File: config.mk
export PLATFORM = sky130hd
export DESIGN_NAME = menu_text_buf
export DESIGN_NICKNAME = d
export VERILOG_FILES = /design/src/rtl/vga_pkg.sv /design/src/rtl/text_ram.sv /design/src/rtl/menu_text_buf.sv
export SDC_FILE = /design/constraint.sdc
export NUM_CORES = 2
export LEC_CHECK = 0
export ABC_AREA = 1
export CAP_MARGIN = 20
export CORE_MARGIN = 1
export CORE_UTILIZATION = 65
export CTS_BUF_LIST = sky130_fd_sc_hd__clkbuf_16
export CTS_CLUSTER_SIZE = 14
export DETAILED_ROUTE_END_ITERATION = 10
export PLACE_DENSITY_LB_ADDON = 0.05
export SETUP_SLACK_MARGIN = 0.02
export SLEW_MARGIN = 40
export SYNTH_ARGS = -nofsm -noshare
export SYNTH_HDL_FRONTEND = slang
export SYNTH_SLANG_ARGS = --single-unit
File: constraint.sdc
create_clock -name clk -period 34.1 [get_ports clk]
set_input_delay 8.525 -clock clk [delete_from_list [all_inputs] [get_ports clk]]
set_output_delay 8.525 -clock clk [all_outputs]
set_load 0.01 [all_outputs]
File: src/rtl/vga_pkg.sv
// rtl/vga_pkg.sv - shared character codes and text buffer state type
package vga_pkg;

    localparam logic [6:0] SPACE   = 7'h20;
    localparam logic [6:0] CH_ZERO = 7'h30;
    localparam logic [6:0] CH_A    = 7'h41;

    typedef enum logic [1:0] {
        CLR_ALL  = 2'd0,
        IDLE     = 2'd1,
        CLR_PAGE = 2'd2
    } text_state_t;

endpackage

File: src/rtl/text_ram.sv
// rtl/text_ram.sv - simple dual-port RAM, one write port and one registered read port
module text_ram #(
    parameter int DEPTH = 512,
    parameter int AW    = $clog2(DEPTH),
    parameter int W     = 7
) (
    input  logic          clk,
    input  logic          we,
    input  logic [AW-1:0] waddr,
    input  logic [W-1:0]  wdata,
    input  logic [AW-1:0] raddr,
    output logic [W-1:0]  rdata
);

    logic [W-1:0] mem [DEPTH];

    // Read-before-write: a same-cell read in the write cycle returns the old value.
    always_ff @(posedge clk) begin
        if (we) begin
            mem[waddr] <= wdata;
        end
        rdata <= mem[raddr];
    end

endmodule

File: src/rtl/menu_text_buf.sv
// rtl/menu_text_buf.sv - multi-page overlay text buffer with cursor put port and page clear
module menu_text_buf
    import vga_pkg::*;
#(
    parameter int  COLS  = 16,
    parameter int  ROWS  = 16,
    parameter int  PAGES = 2,
    localparam int COL_W = $clog2(COLS),
    localparam int ROW_W = $clog2(ROWS),
    localparam int PG_W  = (PAGES > 1) ? $clog2(PAGES) : 1,
    localparam int XY_W  = ROW_W + COL_W
) (
    input  logic            clk,
    input  logic            rst,
    input  logic [XY_W-1:0] char_xy,
    input  logic [PG_W-1:0] disp_page,
    output logic [6:0]      char_code,
    input  logic            cur_set,
    input  logic [PG_W-1:0] cur_page,
    input  logic [XY_W-1:0] cur_xy,
    input  logic            put_valid,
    input  logic [6:0]      put_char,
    output logic            put_ready,
    input  logic            clr_req,
    input  logic [PG_W-1:0] clr_page,
    output logic            busy
);

    localparam int DEPTH = PAGES * ROWS * COLS;
    localparam int AW    = PG_W + XY_W;
    localparam int CNT_W = $clog2(DEPTH);

    text_state_t      state_q, state_d;
    logic [CNT_W-1:0] cnt_q, cnt_d;
    logic [PG_W-1:0]  cpg_q, cpg_d;
    logic [ROW_W-1:0] crow_q, crow_d;
    logic [COL_W-1:0] ccol_q, ccol_d;
    logic [PG_W-1:0]  clrpg_q, clrpg_d;

    logic             we;
    logic [AW-1:0]    waddr;
    logic [6:0]       wdata;
    logic [ROW_W-1:0] set_row;
    logic [COL_W-1:0] set_col;
    logic             rd_ok, rd_ok_q;
    logic [6:0]       ram_q;

    function automatic logic page_ok(input logic [PG_W-1:0] pg);
        return int'(pg) < PAGES;
    endfunction

    always_comb begin
        set_row = cur_xy[XY_W-1:COL_W];
        set_col = cur_xy[COL_W-1:0];
        if (int'(set_row) >= ROWS) set_row = ROW_W'(ROWS - 1);
        if (int'(set_col) >= COLS) set_col = COL_W'(COLS - 1);
    end

    always_comb begin
        state_d   = state_q;
        cnt_d     = cnt_q;
        cpg_d     = cpg_q;
        crow_d    = crow_q;
        ccol_d    = ccol_q;
        clrpg_d   = clrpg_q;
        we        = 1'b0;
        waddr     = '0;
        wdata     = SPACE;
        put_ready = 1'b0;
        busy      = 1'b1;

        case (state_q)
            CLR_ALL: begin
                we    = 1'b1;
                waddr = AW'(cnt_q);
                if (cnt_q == CNT_W'(DEPTH - 1)) begin
                    state_d = IDLE;
                    cnt_d   = '0;
                end else begin
                    cnt_d = cnt_q + CNT_W'(1);
                end
            end

            IDLE: begin
                busy      = 1'b0;
                put_ready = !cur_set && !clr_req;
                if (clr_req) begin
                    state_d = CLR_PAGE;
                    cnt_d   = '0;
                    clrpg_d = clr_page;
                end else if (cur_set) begin
                    cpg_d  = cur_page;
                    crow_d = set_row;
                    ccol_d = set_col;
                end else if (put_valid) begin
                    we    = page_ok(cpg_q);
                    waddr = {cpg_q, crow_q, ccol_q};
                    wdata = put_char;
                    // Cursor walks row-major and wraps within its own page.
                    if (ccol_q == COL_W'(COLS - 1)) begin
                        ccol_d = '0;
                        crow_d = (crow_q == ROW_W'(ROWS - 1)) ? '0 : crow_q + ROW_W'(1);
                    end else begin
                        ccol_d = ccol_q + COL_W'(1);
                    end
                end
            end

            CLR_PAGE: begin
                we    = page_ok(clrpg_q);
                waddr = {clrpg_q, cnt_q[XY_W-1:0]};
                if (cnt_q == CNT_W'(ROWS * COLS - 1)) begin
                    state_d = IDLE;
                    cnt_d   = '0;
                    cpg_d   = clrpg_q;
                    crow_d  = '0;
                    ccol_d  = '0;
                end else begin
                    cnt_d = cnt_q + CNT_W'(1);
                end
            end

            default: begin
                state_d = CLR_ALL;
                cnt_d   = '0;
            end
        endcase
    end

    always_ff @(posedge clk or posedge rst) begin
        if (rst) begin
            state_q <= CLR_ALL;
            cnt_q   <= '0;
            cpg_q   <= '0;
            crow_q  <= '0;
            ccol_q  <= '0;
            clrpg_q <= '0;
        end else begin
            state_q <= state_d;
            cnt_q   <= cnt_d;
            cpg_q   <= cpg_d;
            crow_q  <= crow_d;
            ccol_q  <= ccol_d;
            clrpg_q <= clrpg_d;
        end
    end

    assign rd_ok = (int'(disp_page) < PAGES)
                && (int'(char_xy[XY_W-1:COL_W]) < ROWS)
                && (int'(char_xy[COL_W-1:0]) < COLS);

    // The RAM output register is not reset; the range flag masks it to SPACE instead.
    always_ff @(posedge clk or posedge rst) begin
        if (rst) begin
            rd_ok_q <= 1'b0;
        end else begin
            rd_ok_q <= rd_ok;
        end
    end

    assign char_code = rd_ok_q ? ram_q : SPACE;

    text_ram #(
        .DEPTH (DEPTH),
        .AW    (AW),
        .W     (7)
    ) u_ram (
        .clk   (clk),
        .we    (we),
        .waddr (waddr),
        .wdata (wdata),
        .raddr ({disp_page, char_xy}),
        .rdata (ram_q)
    );

endmodule

==> out/results.ini <==
[global_route]
grt_pass1_vias=92800
grt_max_degree=204
antenna_found_initial=10
grt_usage_pct=33.4
grt_pass1_wl_um=571000
overflow=0

[timing]
period_share_pct=54.3
worst_slack_ns=15.60
maxSlewHeadroom_pct=32.4
finalCriticalPeriod_ns=18.50
setup_viol=0
finalSetupTns_ns=0
max_freq_ghz=0.0540
worst_pin_slew_ns=1.01
hold_viol=0
drv_slew=0
finClkSkew_ns=0.0361
rsz0062_at_grt=false

[clock_tree]
htree_levels=5
cts_tree=built
clk_path_buf_depth=4
postCtsSetupRepairBufs=0
path_clk_slew_ns=0.06
clock_latency_ns=0.97
cts_sinks=3613
post_cts_resized=0
root_buffer=clkbuf_16
numCtsBuffers=366
hold_buffers=0

[route]
wl_per_cell_um=24.8
drt_iter0_markers=12700
drt-pass1-iter-count=7
totalWireLength_um=382000
remaining_drc_errors=0
via_per_inst=6.31
dr_total_vias=97100
ant_nets=0

[critical_path]
r2r_setup_slack_ns=28.38
endpoint_kind=primary output
required_ns=25.57
cp.depth=5
worstPathArrival_ns=9.98
crit_path_end=put_ready
start_kind=input port
critPathKind=in -> out
r2r_start=state_q[0]
cp_cell_sequence=clkdlybuf4s50_1, nor2_2, inv_2, nor2_4, clkdlybuf4s50_1
cp_slowest_cell=clkdlybuf4s50_1
setup.worst_path.start=cur_set
r2r_end=u_ram.mem[40][0]
cp_slowest_stage_delay_ns=0.55
cp_common_cell=clkdlybuf4s50_1
crit_path_max_fanout=8
path_buf_inv=3
rr_worst_depth=13
path_delay_family=buffers and inverters

[die]
num_rows=173
pin_count=40
fp.dieH_um=476
die-area_mm2=0.227
initial_core_util_pct=65.6
die_w_um=476
coreArea_mm2=0.223

[placement]
hpwl_um=205000
port-buffer-count=39
dp_slack_ns=15.61
gp_congestion=0.939
dp_cells=14700

[logic_synthesis]
syn_area_per_cell_um2=11.8
yosysMostFrequentCell=nand2_1
synth_edf_count=3584
synth_top_cells_by_count=3675 x nand2_1, 3584 x edfxtp_1, 3578 x nand3_1
synth_top_area_cell=edfxtp_1
dominantRegCellSynth=edfxtp_1
yosysTopAreaCellShare_pct=73.5
synth_cell_types=31
synth_area_leaders=edfxtp_1 74%, nand3_1 12%, nand2_1 9.4%, clkbuf_1 1.5%, nor2_1 1.4%
synth_seq_cells=3613
synthCells=12400
async_flop_share_pct=0.609
yosys_warnings=0
synth.net_count=12500
ys_seq_area_share_pct=74.0
synth_area_mm2=0.146

[cells_and_area]
fin_nets=12200
final_layout_size_suffix_gt1_share_pct=5.69
fin_cells=15400
area_delta_synth_final_pct=9.63
fin_util_pct=72.0

[hold_path]
min_from=clrpg_q
hp-class=reg -> reg

[power_and_ir_drop]
power_density_mw_per_mm2=56.0
finalPower_mw=8.98
irDropWorstVdd_mv=0.0694
leakage_nw=59.3

[job]
maxCapViolCount=0

[run_status]
status=complete, no violations

[per-stage QoR]
stage / area [um2] / hold WS, ns
after global routing: 160000 / 0.529
after global placement: 148000 / 0.500
after detailed placement: 149000 / 0.503
after CTS: 160000 / 0.517
final: 160000 / 0.518
after floorplan: 146000 / 0.480
[registers in the layout, summed over array words and instances, names as in the netlist]
signal       count
u_ram.rdata      7
u_ram.mem     3584
state_q          2
cnt_q            9
crow_q           4
clrpg_q          1
cpg_q            1
rd_ok_q          1
ccol_q           4
[routing by layer]
metal | vias to the layer above | part of all wire [%] | track usage, %
met5 | - | 0.017 | 0
li1 | 43500 | - | -
met2 | 5535 | 46 | 51.3
met4 | 10 | 4.5 | 14.2
met3 | 893 | 11 | 6.59
met1 | 47100 | 38 | 47.3
[cells in the final DEF, fill, tap and decap left out, types with 2 or more instances in the layout]
cell type        Yosys  final
clkbuf_16            0    371
nor3_1               4      4
buf_2              177      2
buf_16               0     18
clkinv_1             2     86
nor2_1             544    534
inv_1               61    127
clkdlybuf4s50_1      0     32
nor2_2               9     11
clkinv_8             0      4
o21ai_0             17     17
ha_1                 6      6
inv_12               0      2
o21ai_1              2      2
buf_6                0     43
inv_6                0      4
dfxtp_1              7      7
buf_8                0      3
clkinv_2             0     68
buf_12               0     26
o22ai_2              5      5
o32ai_1              3      3
o211ai_1             2      2
clkinvlp_4           0      8
buf_4                0     72
a21oi_1              8      8
o22ai_1              8      8
nand2_1           3675   3660
nand3_1           3578   3577
diode_2              0      7
dfrtp_1             22     22
nor2_4               1      9
edfxtp_1          3584   3584
bufinv_16            0     28
nand2_4              0     15
inv_2               10      9
[how the worst min path moves through the flow]
stage                   end  slack (ns)  cells past startpoint
global placement    clrpg_q        0.50                      1
finish              clrpg_q        0.52                      1
floorplan           clrpg_q        0.48                      1
global route        clrpg_q        0.53                      1
detailed placement  clrpg_q        0.50                      1
CTS                 clrpg_q        0.52                      1
[cell families (layout without fill, tap and decap cells)]
| family | count (synthesis) | in the layout | share of synthesized area, % |
|---|---|---|---|
| AO/OA/AOI/OAI | 48 | 48 | 0.213 |
| flip-flops | 3613 | 3613 | 74.0 |
| adder cells (fa/ha/maj) | 6 | 6 | 0.0513 |
| XOR/XNOR | 1 | 1 | 0.00599 |
| AND/OR/NAND/NOR | 7813 | 7813 | 23.1 |
| buffers and inverters | 946 | 906 | 2.58 |
| other | 1 | 8 | 0.00256 |
| multiplexers | 1 | 1 | 0.00769 |
[power breakdown]
group	internal (mW)	leakage, nW	switching (mW)	total, mW
Sequential	4.81	39.5	0.00368	4.81
Combinational	0.0991	14.1	0.280	0.379
Clock	2.17	5.77	1.62	3.79
[area by class of cell]
class                   instances  area, um2
flip-flops and latches       3613     108000
fillers                     15000      62500
multi-input cells            7870      34400
clock buffers                 370       9260
well taps                    2975       3720
repair buffers                197       2440
clock inverters               266       1910
inverters                      73        322
diodes                          7       17.5
Power figures use the tool's default switching activity.
